$ cat src/rtl/req_latch_sync2.sv
// Two-flop synchroniser for a bus of independent asynchronous lines.
// Each bit is synchronised on its own; there is no cross-bit coherence.
module sync2 #(
  parameter int unsigned w = 4
) (
  input  logic         clk,
  input  logic         rst_n,
  input  logic [w-1:0] d,
  output logic [w-1:0] q
);

  logic [w-1:0] s1;

  always_ff @(posedge clk or negedge rst_n) begin
    if (!rst_n) begin
      s1 <= '0;
      q  <= '0;
    end else begin
      s1 <= d;
      q  <= s1;
    end
  end

endmodule

$ cat src/rtl/req_latch.sv
// Request capture stage: synchronise, detect rising edges, hold sticky pending bits
// until acknowledged by index, and flag events lost on an already-pending bit.
module req_latch #(
  parameter int unsigned m = 4,
  parameter int unsigned n = 2
) (
  input  logic         clk,
  input  logic         rst_n,
  input  logic [m-1:0] req,
  input  logic [m-1:0] mask,
  input  logic         ack,
  input  logic [n-1:0] ack_idx,
  input  logic         ovf_clr,
  output logic [m-1:0] pend,
  output logic         valid,
  output logic         ovf
);

  logic [m-1:0] s2;
  logic [m-1:0] h;
  logic [m-1:0] pending;
  logic [m-1:0] e;
  logic [m-1:0] clr;
  logic [m-1:0] pending_nxt;
  logic         lost;

  sync2 #(.w(m)) u_sync (
    .clk   (clk),
    .rst_n (rst_n),
    .d     (req),
    .q     (s2)
  );

  // Masking is purely an output view; masked bits still latch.
  assign pend  = pending & ~mask;
  assign valid = |pend;
  assign e     = s2 & ~h;

  // At most one bit is cleared; out-of-range, idle or masked indices match nothing.
  always_comb begin
    clr = '0;
    for (int i = 0; i < int'(m); i++) begin
      if (ack && (ack_idx == n'(i)) && pend[i]) begin
        clr[i] = 1'b1;
      end
    end
  end

  // A new event wins over a same-cycle clear, and that case loses nothing.
  assign lost        = |(e & pending & ~clr);
  assign pending_nxt = (pending & ~clr) | e;

  always_ff @(posedge clk or negedge rst_n) begin
    if (!rst_n) begin
      h       <= '0;
      pending <= '0;
      ovf     <= 1'b0;
    end else begin
      h       <= s2;
      pending <= pending_nxt;
      if (lost) begin
        ovf <= 1'b1;
      end else if (ovf_clr) begin
        ovf <= 1'b0;
      end
    end
  end

endmodule
$ cat config.mk
export PLATFORM = sky130hd
export DESIGN_NAME = req_latch
export DESIGN_NICKNAME = d
export VERILOG_FILES = /design/src/rtl/req_latch_sync2.sv /design/src/rtl/req_latch.sv
export SDC_FILE = /design/constraint.sdc
export NUM_CORES = 1
export LEC_CHECK = 0
export ABC_AREA = 1
export CAP_MARGIN = 10
export CORE_MARGIN = 1
export CORE_UTILIZATION = 45
export CTS_BUF_LIST = sky130_fd_sc_hd__clkbuf_4
export CTS_CLUSTER_DIAMETER = 40
export DETAILED_ROUTE_END_ITERATION = 8
export PLACE_DENSITY = 0.82
export SLEW_MARGIN = 10
export SYNTH_ARGS = -nofsm -noshare
export SYNTH_HDL_FRONTEND = slang
export SYNTH_SLANG_ARGS = --single-unit
$ cat constraint.sdc
create_clock -name clk -period 1.9 [get_ports clk]
set_input_delay 0.285 -clock clk [delete_from_list [all_inputs] [get_ports clk]]
set_output_delay 0.285 -clock clk [all_outputs]
set_load 0.01 [all_outputs]
==> results.md, run 1 <==
* Maximum VDD drop at 0.620 mV
* Root buffer cell: clkbuf_4
* Sw Ratio at 24.6%
* Clock sink count at 17
* Final period utilization at 93.5%
* # setup viols final at 0
* P&R area growth vs syn at 40.2%
* Pwr dens at 764 nW/µm²
* Metal3 WL at 71 µm
* Netlist area before placement at 661 µm²
* Compound-Gate Fraction of Synth Area at 1.33%
* Die Width at 40.3 µm
* First-pass GRT wire length at 1500 µm
* Critical Path Source Type: primary input
* Clock transition at the registers of the reported paths at 90 ps
* Clk_lat worst skew at 280 ps
* Clock skew at 1.73 ps
* Total CTS buffers at 3
* DR iter-0 viols at 0
* FP Rows at 13
* Worst R2R Path Depth at 8
* Hold Slack at 315 ps
* Main combinational cell family by area after synthesis: simple AND/OR/NAND/NOR gates
* Actual slew at the worst max-slew pin at 201 ps
* Final setup margin at 124 ps
* Post-Synth Adder-Cell Area at 0%
* XOR/XNOR share of the synthesized area at 0%
* WL/cell at 9.74 µm
* CP endpoint kind: output port
* Post-Syn Nets at 82
* Met1 wire length at 460 µm
* Diodes inserted at 0
* Max Clk Rate at 563 MHz
* Yosys warns at 0
* Area occupied by multi-input gates at 183 µm²
* P_int at 0.533 mW
* Number of vias per cell at 4.54
* Lkg Pwr at 0.478 nW
* Initial core utilization at 49.5%
* Final HPWL DP at 870 µm
* Fin cells at 110
* Worst slack, placed at -86.9 ps
* CTS tree: built
* Max-cap violations at 0
* Seq cells post-synth at 17
* Sequential power share at 56.0%
* P_sw at 0.174 mW
* R2R setup slack at 860 ps
* Antenna violations before repair at 0
* Register area at 425 µm²
* Multiplexer area fraction after synthesis at 0%
* Met2 WL at 519 µm
* Final GP Congestion at 0.640
* Setup CP Type: in -> out
* Worst endpoint data arrival time at 1490 ps
* Core ar. at 1330 µm²
* Combinational Power Share at 17.9%
* Tot GR Track Use at 15.1%
* Seq/Total Area, Yosys at 64.4%
* Die height at 40.3 µm
* Layout Utilization at 69.4%
* Nets at 110
* Port bufs at 19
* Final hold violation count at 0
* Status: completed
* Remaining DRCs at 0
* Share of post-route cells with drive strength above 1 at 16.8%
* Number of distinct library cells after synthesis at 10
* # H-tree levels at 1
* IO Pins at 20
* Avg Synthesized Cell Area at 9.72 µm²
* Crit path capture: valid
* Routed Antenna Nets at 0
* Vias in the first global route at 400
* Cell Count Post-Placement at 106
* Highest routed layer: met4
* Longest Clk Path Bufs at 2
* R2R Path End: ovf$_DFFE_PN0P_
* Final Critical Period at 1780 ps
* Crit path max fanout at 2
* Slew margin rel. at 86.6%
* Largest net degree at the start of global routing at 18
* Simple logic cell fraction of the synthesized area at 26.3%
* Worst setup path start: mask[1]
* WL final at 1070 µm
* HP Class: in -> async
* RR Startpoint: pending[1]$_DFF_PN0_
* Clock power share at 26.2%
* Remaining global-route overflow at 0
* Final Max Slew Viols at 0
* Post-Syn Instances at 68
* Req. time, crit path at 1620 ps
* Die ar. at 1630 µm²
* Drt pass-1 iters at 1
* Number of fill cells at 102
* Via count at 499
* Unrepaired setup endpoints after global routing: no
cell usage after synthesis, drive strengths merged:
cell	n	area (µm²)
dfrtp	17	425
nand3	3	15.0
nand4	1	6.26
nand2	20	75.1
inv	14	52.6
a22o	1	8.76
nor2	11	71.3
or3	1	6.26
repair_timing:
item / 4_1_cts / 5_1_grt
buffers inserted: 0 / 0
endpoints found under the setup margin: 1 / 0
resized for setup: 1 / 0
endpoints found under the hold margin: 0 / 0
hold buffers: 0 / 0
power groups by stage:
stage / clock network [mW] / registers (mW) / logic, mW
global route: 0.202 / 0.399 / 0.141
CTS: 0.193 / 0.396 / 0.129
finish: 0.185 / 0.396 / 0.127
floorplan: 0 / 0.402 / 0.0515
global placement: 0 / 0.402 / 0.126
detailed placement: 0 / 0.404 / 0.130
kinds of logic (layout without fill, tap and decap cells):
family	Yosys count	count (layout)
AO/OA/AOI/OAI	1	1
AND/OR/NAND/NOR	36	36
flip-flops	17	17
buffers and inverters	14	41
registers in the layout, indices dropped and copies added, names as in the netlist:
signal and flops:
u_sync.s1 4, pending 4, h 4, ovf 1
u_sync.q 4
worst max-delay path, cell delays in order:
cell	delay [ps]
clkdlybuf4s50_1	500
nor2_4	50
inv_1	40
nand2_1	40
or3_1	290
dlygate4sd2_1	280
layout by cell type, fill, tap and decap left out, drive strengths merged:
master and instances:
clkinv 1, nand3 3, nand4 1, dfrtp 17
buf 4, inv 14, clkbuf 3, or3 1
a22o 1, dlygate4sd2 1, nor2 11, clkdlybuf4s50 18
nand2 20
stage by stage:
stage / TNS (ps) / instance area, µm² / power (mW)
floorplan: 0 / 661 / 0.454
global placement: -72.8 / 900 / 0.528
detailed placement: -86.9 / 900 / 0.533
CTS: 0 / 926 / 0.719
global route: 0 / 926 / 0.742
finish: 0 / 926 / 0.708
per-layer routing:
layer | global-route usage [%] | vias to the layer above
met1 | 14.8 | 224
met5 | 0 | -
met2 | 27.4 | 18
li1 | - | 255
met3 | 2.22 | 2
met4 | 12.5 | 0
worst min-delay path by stage:
| stage | start | end | slack, ps | cells past startpoint |
|---|---|---|---|---|
| 6_report | rst_n | pending[2]$_DFF_PN0_ | 320 | 2 |
| 5_1_grt | rst_n | pending[1]$_DFF_PN0_ | 320 | 2 |
| 4_1_cts | rst_n | pending[1]$_DFF_PN0_ | 310 | 2 |
| 3_5_place_dp | u_sync.s1[2]$_DFF_PN0_ | u_sync.q[2]$_DFF_PN0_ | 340 | 0 |
| 3_3_place_gp | u_sync.s1[1]$_DFF_PN0_ | u_sync.q[1]$_DFF_PN0_ | 330 | 0 |
| 2_1_floorplan | rst_n | h[0]$_DFF_PN0_ | -10 | 0 |
final cells by class:
type | instances | area share (%)
Clock buffer | 3 | 2.43
Clock inverter | 1 | 0.541
Inverter | 14 | 5.68
Multi-Input combinational cell | 37 | 19.7
Sequential cell | 17 | 45.9
Tap cell | 15 | 2.03
Timing Repair Buffer | 23 | 23.6
No activity file was read; power rests on OpenSTA's default activity.
==> run 2, diff against run 1 <==
--- a/config.mk
+++ b/config.mk
@@ -8,11 +8,11 @@
 export ABC_AREA = 1
 export CAP_MARGIN = 10
 export CORE_MARGIN = 1
-export CORE_UTILIZATION = 45
+export CORE_UTILIZATION = 42
 export CTS_BUF_LIST = sky130_fd_sc_hd__clkbuf_4
 export CTS_CLUSTER_DIAMETER = 40
 export DETAILED_ROUTE_END_ITERATION = 8
-export PLACE_DENSITY = 0.82
+export PLACE_DENSITY = 0.81
 export SLEW_MARGIN = 10
 export SYNTH_ARGS = -nofsm -noshare
 export SYNTH_HDL_FRONTEND = slang
==> constraint.sdc (replaced) <==
create_clock -name clk -period 1.43 [get_ports clk]
set_input_delay 0.2145 -clock clk [delete_from_list [all_inputs] [get_ports clk]]
set_output_delay 0.2145 -clock clk [all_outputs]
set_load 0.01 [all_outputs]
==> run 2 against run 1 <==
The run now ends with setup timing left. Total power up 35%. Sequential cell count unchanged. Largest cell class unchanged. Worst hold slack worse by 81 ps.
==> results.md, run 2 (synthesis results as in run 1) <==
* Status: finished, violations left
* Failing checks: setup timing
* P&R area growth vs syn at 43.4%
* Area occupied by multi-input gates at 183 µm² (unchanged)
* Hold_buf cts at 0 (unchanged)
* CTS tree: built
* Worst slack, placed at -407 ps (-320 ps)
* Tot Pwr at 0.956 mW (+35%)
* Longest Clk Path Bufs at 2 (unchanged)
* Remaining global-route overflow at 0 (unchanged)
* Cell family with most CP delay: flip-flops
* Core ar. at 1380 µm² (+3.7%)
* HP Class: in -> async
* Tot GR Track Use at 13.6% (-1.4 points)
* Met1 wire length at 456 µm (-0.87%)
* Total CTS buffers at 3 (unchanged)
* WL/cell at 9.27 µm (-4.7%)
* CP cell instances: inv_2, nor2_4, inv_2, nand2_1, or3_1, buf_2
* WL final at 1050 µm (-2.1%)
* # setup viols final at 1 (+1)
* Clk_lat worst skew at 280 ps (about the same)
* Via count at 506 (+1.4%)
* Max-cap violations at 0 (unchanged)
* Unrepaired setup endpoints after global routing: yes
* Slowest CP cell: dfrtp_1
* Crit path max fanout at 2 (unchanged)
* Final HPWL DP at 831 µm (-4.5%)
* Metal3 WL at 78 µm (+9.9%)
* DR iter-0 viols at 4 (+4)
* IO Pins at 20 (unchanged)
* Number of vias per cell at 4.48 (-1.3%)
* Final setup margin at -72.7 ps (-197 ps)
* Die height at 41.7 µm (+3.3%)
* Clock skew at 7.73 ps (+6.01 ps)
* Share of post-route cells with drive strength above 1 at 22.4% (+5.6 points)
* Clock sink count at 17 (unchanged)
* Number of fill cells at 119 (+17%)
* Worst setup path start: pending[1]$_DFF_PN0_
* RR Startpoint: pending[1]$_DFF_PN0_
* Most frequent cells in the layout: nand2_1 (20), dfrtp_1 (17), clkdlybuf4s50_1 (13)
* Critical Path Source Type: flop
* Final period utilization at 105%
* CP max stage delay at 390 ps (-110 ps)
* Initial core utilization at 47.8% (-1.7 points)
* Nets at 113 (+2.7%)
* Routed Antenna Nets at 0 (unchanged)
* Max Clk Rate at 665 MHz
* FP Rows at 13 (unchanged)
* Highest routed layer: met4
* # H-tree levels at 1 (unchanged)
* Final GP Congestion at 0.856 (+34%)
* Final Critical Period at 1500 ps
* Clock transition at the registers of the reported paths at 90 ps (about the same)
* Maximum VDD drop at 0.642 mV (+3.4%)
* Port bufs at 19 (unchanged)
* Diodes inserted at 0 (unchanged)
* Die ar. at 1740 µm² (+6.8%)
* Final hold violation count at 0 (unchanged)
* Root buffer cell: clkbuf_4
* Antenna violations before repair at 0 (unchanged)
* Req. time, crit path at 1220 ps (-400 ps)
* Drt pass-1 iters at 4 (+3)
* Largest net degree at the start of global routing at 18 (unchanged)
* Met2 WL at 483 µm (-6.9%)
* Vias in the first global route at 415 (+3.8%)
* CP endpoint kind: output port
* Final Max Slew Viols at 0 (unchanged)
* Worst endpoint data arrival time at 1290 ps (-200 ps)
* Slew margin rel. at 86.3% (-0.31 points)
* Lkg Pwr at 0.500 nW (+4.6%)
* Die Width at 41.7 µm (+3.3%)
* Most common cell after layout, fill and taps aside: nand2_1
* Setup CP Type: reg -> out
* First-pass GRT wire length at 1720 µm (+15%)
* Pwr dens at 1010 nW/µm² (+32%)
* Worst Path Buf+Inv at 3 (unchanged)
* Remaining DRCs at 0 (unchanged)
* Register area at 425 µm² (unchanged)
* CP most frequent cell: inv_2
* Actual slew at the worst max-slew pin at 206 ps (+4.72 ps)
run 2: final cells by class:
type                    instances  share of cell area (%)
flip-flops and latches         17                    44.9
multi-input cells              37                    19.3
inverters                      14                    5.55
well taps                      15                    1.98
clock buffers                   4                    3.17
repair buffers                 26                    25.1
run 2: routing by layer:
| metal | up-vias | global-route usage [%] |
|---|---|---|
| met1 | 220 | 14.3 |
| met5 | - | 0 |
| li1 | 260 | - |
| met4 | 0 | 11.6 |
| met2 | 23 | 23.4 |
| met3 | 3 | 2.17 |
run 2: report_power, final:
group,switching [mW],internal [mW]
logic,0.0777,0.0955
clock network,0.131,0.127
registers,0.0141,0.511
run 2: worst paths after layout:
path / cells after the start / end / slack (ps)
worst max-delay path: 6 / valid / -70
worst min-delay path: 2 / u_sync.s1[3]$_DFF_PN0_ / 230
worst max register to register: 8 / ovf$_DFFE_PN0P_ / 400
worst min register to register: 0 / u_sync.q[0]$_DFF_PN0_ / 350
max in group asynchronous: 2 / pending[1]$_DFF_PN0_ / 1010
min in group clk: 0 / u_sync.q[0]$_DFF_PN0_ / 350
run 2: timing repair:
action | CTS | global route
buffers inserted | 0 | 0
gates resized for setup | 10 | 3
setup endpoints to repair | 5 | 3
run 2: worst register-to-register path, cell delays in order (launching register included):
cell,delay (ps)
dfrtp_1,360
inv_2,60
nor2_4,90
buf_4,110
nand3_1,80
nand2_1,70
nand2_1,50
nor2_1,80
nand2_1,50
run 2: per-stage QoR:
stage	hold WS [ps]	utilization [%]	TNS [ps]	instances	cell area [µm²]
after floorplan	-81.1	-	0	68	661
after global placement	334	66.7	-1080	109	922
after CTS	229	68.2	-103	113	943
after global routing	255	68.5	-166	113	947
after detailed placement	335	66.7	-1140	109	922
final	234	68.5	-72.7	113	947
==> run 3, diff against run 2 <==
--- a/config.mk
+++ b/config.mk
@@ -8,11 +8,11 @@
 export ABC_AREA = 1
 export CAP_MARGIN = 10
 export CORE_MARGIN = 1
-export CORE_UTILIZATION = 42
+export CORE_UTILIZATION = 45
 export CTS_BUF_LIST = sky130_fd_sc_hd__clkbuf_4
 export CTS_CLUSTER_DIAMETER = 40
 export DETAILED_ROUTE_END_ITERATION = 8
-export PLACE_DENSITY = 0.81
+export PLACE_DENSITY = 0.82
 export SLEW_MARGIN = 10
 export SYNTH_ARGS = -nofsm -noshare
 export SYNTH_HDL_FRONTEND = slang
==> constraint.sdc (replaced) <==
create_clock -name clk -period 1.63 [get_ports clk]
set_input_delay 0.2445 -clock clk [delete_from_list [all_inputs] [get_ports clk]]
set_output_delay 0.2445 -clock clk [all_outputs]
set_load 0.01 [all_outputs]
==> run 3 against run 2 <==
Sequential share of layout area rose by 1.0 points. Global-route usage rose by 3.5 points. Cell count fell by 1.8%. The flow now finishes without violations. Register-to-register slack improved by 200 ps. Total power fell by 13%. Critical endpoint unchanged. Via count rose by 1.6%.
==> results.md, run 3 (synthesis results as in run 1) <==
* Layout Utilization at 69.4% (+0.91 points)
* Routed Antenna Nets at 0 (unchanged)
* Sw Ratio at 23.3% (+0.030 points)
* Number of vias per cell at 4.63 (+3.4%)
* Final Max Slew Viols at 0 (unchanged)
* Tot GR Track Use at 17.1% (+3.5 points)
* Worst endpoint data arrival time at 1300 ps (about the same)
* Clock sink count at 17 (unchanged)
* Final setup TNS at 0 ps (+72.7 ps)
* Fin cells at 111 (-1.8%)
* Remaining global-route overflow at 0 (unchanged)
* Status: completed
* Actual slew at the worst max-slew pin at 207 ps (+1.46 ps)
* Final period utilization at 95.0%
* Clock power share at 26.9% (about the same)
* CP endpoint kind: output port
* Clock transition at the registers of the reported paths at 90 ps (about the same)
* Longest Clk Path Bufs at 2 (unchanged)
* DR iter-0 viols at 6 (+2)
* Final hold violation count at 0 (unchanged)
* Final GP Congestion at 0.640 (-25%)
* Remaining DRCs at 0 (unchanged)
* Diodes inserted at 0 (unchanged)
* # setup viols final at 0 (-1)
* Combinational Power Share at 17.6% (-0.5 points)
* CTS tree: built
* Antenna violations before repair at 0 (unchanged)
* IO Pins at 20 (unchanged)
* WL/cell at 10.4 µm (+12%)
* Critical Path Source Type: primary input
* Vias in the first global route at 464 (+12%)
* Crit path max fanout at 3 (+1)
* Largest net degree at the start of global routing at 18 (unchanged)
* Total CTS buffers at 3 (unchanged)
* Most frequent cells in the layout: nand2_1 (20), dfrtp_1 (17), clkdlybuf4s50_1 (13)
* Slew margin rel. at 86.2% (-0.097 points)
* Die Width at 40.3 µm (-3.2%)
* First-pass GRT wire length at 1730 µm (+0.76%)
* Root buffer cell: clkbuf_4
* Cell Count Post-Placement at 106 (-2.8%)
* Lkg Pwr at 0.490 nW (-2.1%)
* HP Class: in -> async
* Nets at 111 (-1.8%)
* Port bufs at 19 (unchanged)
* Pwr dens at 898 nW/µm² (-11%)
* Sequential power share at 55.5% (+0.6 points)
* Setup CP Type: in -> out
* Maximum VDD drop at 0.614 mV (-4.3%)
* P_sw at 0.194 mW (-13%)
* FP Rows at 13 (unchanged)
* Worst R2R Path Depth at 8 (unchanged)
* Final HPWL DP at 942 µm (+13%)
* Tot Pwr at 0.831 mW (-13%)
* Hold Slack at 282 ps (+48.1 ps)
* Clock skew at 1.27 ps (-6.47 ps)
* Clk_lat worst skew at 270 ps (about the same)
* Req. time, crit path at 1390 ps (+170 ps)
* Share of post-route cells with drive strength above 1 at 19.8% (-2.7 points)
* Initial core utilization at 49.5% (+1.7 points)
* Die ar. at 1630 µm² (-6.4%)
* Core ar. at 1330 µm² (-3.5%)
* Max-cap violations at 0 (unchanged)
* Most common cell after layout, fill and taps aside: nand2_1
* WL final at 1150 µm (+9.9%)
* # H-tree levels at 1 (unchanged)
* P&R area growth vs syn at 40.2%
* Die height at 40.3 µm (-3.2%)
* R2R setup slack at 600 ps (+200 ps)
* Via count at 514 (+1.6%)
* Unrepaired setup endpoints after global routing: yes
* P_int at 0.637 mW (-13%)
* Hold_buf cts at 0 (unchanged)
* Final Critical Period at 1550 ps
* Max Clk Rate at 646 MHz
* Drt pass-1 iters at 4 (unchanged)
## run 3: cell count changes in the layout (fill, tap and decap cells not counted)
cell,change
buf_4,-2
clkdlybuf4s15_1,-2
dlygate4sd2_1,+3
dlymetal6s2s_1,-1
inv_1,+1
inv_2,-1
## run 3: final cells by class
class / instances / area (µm²)
inverter: 14 / 52.6
clock buffer: 4 / 30.0
multi-input combinational: 37 / 183
timing repair buffer: 24 / 216
sequential: 17 / 425
tap: 15 / 18.8
fill: 101 / 408
## run 3: repair_timing
item,CTS,global route
pin swaps,0,0
endpoints found under the hold margin,0,0
resized for setup,10,0
setup buffers,1,0
endpoints found under the setup margin,5,1
## run 3: power groups by stage
stage / sequential (mW) / clock, mW / combinational, mW
global route: 0.465 / 0.258 / 0.162
global placement: 0.469 / 0 / 0.147
floorplan: 0.469 / 0 / 0.0600
CTS: 0.462 / 0.235 / 0.148
finish: 0.461 / 0.224 / 0.146
detailed placement: 0.471 / 0 / 0.152
## run 3: per-layer routing
metal	up-vias	part of all wire (%)	GRT usage, %	wire, µm
met5	-	0	0	0
met4	0	1.6	13.3	19
met3	4	6.6	5.00	76
met2	20	50	28.2	580
met1	232	41	18.3	476
li1	258	-	-	-
## run 3: through the flow
step	setup slack, ps	area, µm²
global route	-2.69	926
detailed placement	-272	900
global placement	-263	900
CTS	71.1	926
floorplan	472	661
finish	81.4	926
## run 3: final timing paths
kind,start,endpoint
worst max-delay path,mask[0],valid
worst min register to register,u_sync.s1[1]$_DFF_PN0_,u_sync.q[1]$_DFF_PN0_
worst max register to register,pending[1]$_DFF_PN0_,ovf$_DFFE_PN0P_
max in group asynchronous,rst_n,h[3]$_DFF_PN0_
min in group clk,u_sync.s1[1]$_DFF_PN0_,u_sync.q[1]$_DFF_PN0_
worst min-delay path,rst_n,pending[3]$_DFF_PN0_
## run 3: critical path, cell delays in order
cell	delay, ps
clkdlybuf4s50_1	510
nor2_4	60
or3_1	350
buf_2	140
